==> src/rtl/mem_if_pkg.sv <==
// Shared types and constants for the single-port memory slave interface and its initiator.
package mem_if_pkg;

  localparam int DEF_WIDTH   = 8;
  localparam int DEF_DEPTH   = 256;
  localparam int DEF_MAX_LEN = 16;
  localparam int DEF_TIMEOUT = 15;

  // mem_wr_rd encoding
  localparam logic WR = 1'b1;
  localparam logic RD = 1'b0;

  typedef enum logic [2:0] {
    IDLE,
    FETCH,
    ISSUE,
    WAIT,
    PUSH,
    NEXT,
    DONE
  } state_t;

endpackage

==> src/rtl/mem_init_timer.sv <==
// Loadable down-counter for the mem_ready wait window; expired is high while the count is zero.
// No flow control of its own: clr beats load, load beats en, and the count stops at zero.
module mem_init_timer #(
  parameter int CW = 4
) (
  input  logic          clk,
  input  logic          res,
  input  logic          clr,
  input  logic          load,
  input  logic [CW-1:0] load_val,
  input  logic          en,
  output logic          expired
);

  logic [CW-1:0] count;

  always_ff @(posedge clk or posedge res) begin
    if (res) begin
      count <= '0;
    end else if (clr) begin
      count <= '0;
    end else if (load) begin
      count <= load_val;
    end else if (en && (count != '0)) begin
      count <= count - 1'b1;
    end
  end

  assign expired = (count == '0);

endmodule

==> src/rtl/mem_initiator.sv <==
// Burst master for the single-port memory slave: one access per beat, aborts after TIMEOUT wait cycles.
// Write data and read data use valid/ready handshakes; the optional counters are built with MEM_INIT_STATS_EN.
module mem_initiator
  import mem_if_pkg::*;
#(
  parameter int WIDTH      = DEF_WIDTH,
  parameter int DEPTH      = DEF_DEPTH,
  parameter int ADDR_WIDTH = $clog2(DEPTH),
  parameter int MAX_LEN    = DEF_MAX_LEN,
  parameter int LEN_WIDTH  = $clog2(MAX_LEN),
  parameter int TIMEOUT    = DEF_TIMEOUT
) (
  input  logic                  clk,
  input  logic                  res,
  input  logic                  cmd_valid,
  output logic                  cmd_ready,
  input  logic                  cmd_wr,
  input  logic [ADDR_WIDTH-1:0] cmd_addr,
  input  logic [LEN_WIDTH-1:0]  cmd_len,
  input  logic                  wr_valid,
  input  logic [WIDTH-1:0]      wr_data,
  output logic                  wr_ready,
  output logic                  rd_valid,
  output logic [WIDTH-1:0]      rd_data,
  input  logic                  rd_ready,
  output logic                  mem_valid,
  output logic                  mem_wr_rd,
  output logic [ADDR_WIDTH-1:0] mem_addr,
  output logic [WIDTH-1:0]      mem_wdata,
  input  logic [WIDTH-1:0]      mem_rdata,
  input  logic                  mem_ready,
  output logic                  busy,
  output logic                  done,
  output logic                  err
`ifdef MEM_INIT_STATS_EN
  ,
  output logic [31:0]           stat_beats,
  output logic [15:0]           stat_errs
`endif
);

  localparam int TCW = (TIMEOUT < 2) ? 1 : $clog2(TIMEOUT);

  state_t                state;
  logic [LEN_WIDTH-1:0]  beats_left;
  logic [ADDR_WIDTH-1:0] addr_inc;
  logic                  tmr_expired;

  assign addr_inc = (mem_addr == ADDR_WIDTH'(DEPTH - 1)) ? '0 : mem_addr + 1'b1;

  // Loaded while ISSUE is on the bus so the first WAIT cycle sees TIMEOUT-1;
  // expiry on the last allowed WAIT cycle still gives mem_ready priority.
  mem_init_timer #(.CW(TCW)) u_timer (
    .clk      (clk),
    .res      (res),
    .clr      (state == IDLE),
    .load     (state == ISSUE),
    .load_val (TCW'(TIMEOUT - 1)),
    .en       (state == WAIT),
    .expired  (tmr_expired)
  );

  always_ff @(posedge clk or posedge res) begin
    if (res) begin
      state      <= IDLE;
      beats_left <= '0;
      cmd_ready  <= 1'b0;
      wr_ready   <= 1'b0;
      rd_valid   <= 1'b0;
      rd_data    <= '0;
      mem_valid  <= 1'b0;
      mem_wr_rd  <= 1'b0;
      mem_addr   <= '0;
      mem_wdata  <= '0;
      busy       <= 1'b0;
      done       <= 1'b0;
      err        <= 1'b0;
    end else begin
      // Pulsed outputs: the slave repeats its access for as long as mem_valid stays high.
      done      <= 1'b0;
      err       <= 1'b0;
      mem_valid <= 1'b0;
      unique case (state)
        IDLE: begin
          cmd_ready <= 1'b1;
          if (cmd_valid && cmd_ready) begin
            cmd_ready  <= 1'b0;
            busy       <= 1'b1;
            mem_wr_rd  <= cmd_wr ? WR : RD;
            mem_addr   <= cmd_addr;
            beats_left <= cmd_len;
            if (cmd_wr) begin
              wr_ready <= 1'b1;
              state    <= FETCH;
            end else begin
              mem_valid <= 1'b1;
              state     <= ISSUE;
            end
          end
        end
        FETCH: begin
          if (wr_valid) begin
            mem_wdata <= wr_data;
            wr_ready  <= 1'b0;
            mem_valid <= 1'b1;
            state     <= ISSUE;
          end
        end
        ISSUE: begin
          state <= WAIT;
        end
        WAIT: begin
          if (mem_ready) begin
            if (mem_wr_rd == RD) begin
              rd_data  <= mem_rdata;
              rd_valid <= 1'b1;
              state    <= PUSH;
            end else begin
              state <= NEXT;
            end
          end else if (tmr_expired) begin
            done  <= 1'b1;
            err   <= 1'b1;
            busy  <= 1'b0;
            state <= DONE;
          end
        end
        PUSH: begin
          if (rd_ready) begin
            rd_valid <= 1'b0;
            state    <= NEXT;
          end
        end
        NEXT: begin
          if (beats_left == '0) begin
            done  <= 1'b1;
            busy  <= 1'b0;
            state <= DONE;
          end else begin
            beats_left <= beats_left - 1'b1;
            mem_addr   <= addr_inc;
            if (mem_wr_rd == WR) begin
              wr_ready <= 1'b1;
              state    <= FETCH;
            end else begin
              mem_valid <= 1'b1;
              state     <= ISSUE;
            end
          end
        end
        DONE: begin
          cmd_ready <= 1'b1;
          state     <= IDLE;
        end
        default: begin
          state <= IDLE;
        end
      endcase
    end
  end

`ifdef MEM_INIT_STATS_EN
  always_ff @(posedge clk or posedge res) begin
    if (res) begin
      stat_beats <= '0;
      stat_errs  <= '0;
    end else if (state == WAIT) begin
      if (mem_ready && (stat_beats != '1)) begin
        stat_beats <= stat_beats + 1'b1;
      end
      if (!mem_ready && tmr_expired && (stat_errs != '1)) begin
        stat_errs <= stat_errs + 1'b1;
      end
    end
  end
`endif

endmodule

==> config.mk <==
export PLATFORM = sky130hd
export DESIGN_NAME = mem_initiator
export DESIGN_NICKNAME = d
export VERILOG_FILES = /design/src/rtl/mem_if_pkg.sv /design/src/rtl/mem_init_timer.sv /design/src/rtl/mem_initiator.sv
export SDC_FILE = /design/constraint.sdc
export NUM_CORES = 1
export LEC_CHECK = 0
export BUFFER_PORTS_ARGS = -buffer_cell sky130_fd_sc_hd__clkbuf_2
export CORE_MARGIN = 1.5
export CORE_UTILIZATION = 51
export DETAILED_ROUTE_END_ITERATION = 8
export PLACE_DENSITY_LB_ADDON = 0.12
export SLEW_MARGIN = 20
export SYNTH_ARGS = -nofsm -noshare
export SYNTH_HDL_FRONTEND = slang
export SYNTH_SLANG_ARGS = --single-unit
==> constraint.sdc <==
create_clock -name clk -period 1.85 [get_ports clk]
set_input_delay 0.2775 -clock clk [delete_from_list [all_inputs] [get_ports clk]]
set_output_delay 0.2775 -clock clk [all_outputs]
set_load 0.02 [all_outputs]
==> metrics <==
final WL=around 5000 um; Worst-Margin Slew=roughly 0.55 ns; relative slew slack=0.635; max-slew violation count=0; CTS sink count=43; CTS buffer count=5; reg2reg end=beats_left[1]$_DFFE_PP0P_; met1 Usage GRT=0.312; Clock Latency Late Sink=about 0.3 ns; Via Count=between 2000 and 2500; I/O Pins=67; top post-synthesis cells by area=dfrtp_1, nand2_1, a21oi_1; Ys Warns=0; largest net degree at the start of global routing=between 40 and 50; gr busiest metal=met2; largest family of logic cells by synthesized area=simple AND/OR/NAND/NOR gates; Reg2Reg Setup Slack=about 0.14 ns; Hold WC Path Type=in2async; crit path launch=beats_left[0]$_DFFE_PP0P_; Ant. Diodes=0; depth of the worst register-to-register path=6; Sequential cell area=~1100 sq um; delay-heaviest family, CP=compound AO/OA/AOI/OAI gates; share of cells above drive strength 1=0.340; mapped cell area=approximately 2300 sq um; maximum vdd drop=0.788 mV; CP bufs+invs=1; Pleak=0.00140 uW; Fill cells=approximately 360; Routed Antenna Nets=0; fmax=a little under 600 MHz; Crit. End Element=flip-flop; CP max stage delay=about 0.45 ns; post-synthesis cell count=approximately 240; routability congestion estimate=roughly 0.86; status=finished clean; most common cell in the synthesized netlist=dfrtp_1; final hold viol count=0; Die Ht=~70 um; Core ar.=between 4000 and 5000 sq um; Port-buffer cells=between 60 and 70; Syn Area/Cell=between 9 and 10 sq um; CTS root buf=clkbuf_8; P per Cell Area=between 1500 and 2000 nW/um^2; Adder-Cell Fraction of Synth Area=0.0166; Yosys top cell by area=dfrtp_1; met2 Track Usage GR=0.379; Die Wd=slightly below 70 um; clock-pin slew on the worst setup and hold paths=about 0.080 ns; CP Launch Type=flip-flop; Layout area overhead=26.6%; register area share after synthesis=0.477; Tot GR Track Use=0.233; Wirelength per Cell=13.6 um; post-route clock skew=between 0.003 and 0.004 ns; GRT overflow=0; Post-synth EDFFs=0; DRT Pass-1 Iters=4; Unique masters post-synth=46; row count=24; final cycle utilization of the critical path=0.923; post-place setup slack=0.0701 ns; Synth Register Bits=43; Crit Path Max Fanout=7; Longest Clk Path Bufs=2; top-area cell type share of the netlist area=0.477; Worst R2R Start=beats_left[0]$_DFFE_PP0P_; H-tree levels=2; critical path class=reg2reg; setup ws final=around 0.14 ns; RSZ-0062 raised after global routing=false; end-of-flow core utilization=0.666; main flop type after synthesis=dfrtp_1; mux cell area share after synthesis=0.0399; Post-synth ARST share=1.00; CP required=about 2.1 ns; max cap viols=0; Final min period=~1.7 ns; drt via density=5.45; setup-violating endpoint count in the final report=0; Final nets=~360; Sum Neg Setup Slack=0 ns; WP data arrival=1.92 ns; Initial Util=0.526; Initial DRC Count=between 100 and 150; initial antenna violation count=0; CP max stage cell=or3b_1; simple-gate share of the synthesized area=0.231; CP cell instances=inv_1, ha_1, or3b_1, a2bb2oi_4, a211oi_1, a21oi_1; dpl hpwl=3750 um; syn_nets=around 280; vias in the first global route=2055; XOR/XNOR Fraction of Synth Area=0; Residual DRC=0; post-synthesis compound-gate area fraction=0.186; area of the multi-input gates=~1100 sq um; first-pass GRT wire length=between 9000 and 10000 um; CTS tree=yes; top post-synthesis cells by count=dfrtp_1, nand2_1, a21oi_1, nor2_1, o21ai_0; met3 global-route usage=0.0480; die area=approximately 4800 sq um
placed cells by master, fill, tap and decap left out, types with 2 or more instances in the layout:
cell type / netlist / routed
o32ai_1: 2 / 2
nor4_1: 2 / 2
mux2_2: 8 / 8
ha_1: 3 / 3
nand3b_1: 2 / 2
nand2b_1: 6 / 6
nand2_1: 40 / 40
a21oi_1: 20 / 20
clkbuf_2: 0 / 66
dfrtp_1: 43 / 43
nand3b_4: 2 / 2
o21ai_1: 2 / 2
a211oi_1: 2 / 2
nor3_1: 5 / 5
nand4_1: 2 / 2
nand3_1: 6 / 6
buf_12: 0 / 2
o211ai_1: 3 / 3
o21ai_0: 17 / 17
or3b_1: 2 / 2
clkbuf_8: 0 / 5
nor2_1: 19 / 19
buf_4: 0 / 17
o22ai_1: 4 / 4
a31oi_1: 2 / 2
nor3b_1: 2 / 2
inv_1: 12 / 11
a21o_1: 2 / 2
o2bb2ai_1: 2 / 2
per-stage QoR:
step	cell area (sq um)	cells	hold slack [ns]	total power [uW]
global placement	2750	364	0.424	4210
global route	2860	373	0.136	5270
detailed placement	2750	364	0.433	4260
finish	2860	373	0.0827	4870
floorplan	2260	238	0.351	3450
CTS	2830	372	0.106	4860
layout make-up:
cell class | count | share of cell area
Inverter | 12 | 0.0158
Clock buffer | 6 | 0.0254
Clock inverter | 2 | 0.00438
Multi-Input combinational cell | 173 | 0.381
Sequential cell | 43 | 0.377
Timing Repair Buffer | 85 | 0.174
Tap cell | 52 | 0.0228
where the power goes:
group | total, uW | internal [uW] | switching [uW]
Sequential | 1740 | 1370 | 372
Combinational | 2540 | 1090 | 1450
Clock | 593 | 264 | 329
Total | 4870 | 2720 | 2150
cells by family after synthesis:
kind of cell | after synthesis
and+or+nand+nor | 96
AOI/OAI and AO/OA | 66
DFF | 43
buffers and inverters | 22
muxes | 8
adders and majority gates | 3
repair_timing:
item / 4_1_cts / 5_1_grt
hold endpoints to repair: 0 / 0
endpoints found under the setup margin: 0 / 6
buffers inserted: 0 / 1
hold buffers: 0 / 0
gates resized for setup: 0 / 3
how the worst max path moves through the flow:
stage	end	cells past startpoint	slack, ns
after floorplan	beats_left[3]$_DFFE_PP0P_	6	0.24
after CTS	beats_left[3]$_DFFE_PP0P_	6	0.04
after global routing	beats_left[1]$_DFFE_PP0P_	6	0.01
after global placement	beats_left[3]$_DFFE_PP0P_	6	0.12
after detailed placement	beats_left[3]$_DFFE_PP0P_	6	0.07
final	beats_left[1]$_DFFE_PP0P_	6	0.14
tightest hold or removal path: stages:
cell and delay [ns]:
clkbuf_2 0.08, clkinv_1 0.03, buf_4 0.45
layer usage:
metal	vias to the layer above	share of wire
met5	-	0
met4	0	0.011
met3	5	0.045
met2	55	0.49
met1	969	0.45
li1	1005	-
sequential cells by signal, indices dropped and copies added (netlist names):
register and cells:
mem_addr 8, u_timer.count 4, mem_wdata 8, mem_wr_rd 1, done 1, mem_valid 1
state 3, wr_ready 1, err 1, beats_left 4, rd_valid 1, cmd_ready 1
rd_data 8, busy 1
(Power assumes the default switching activity.)
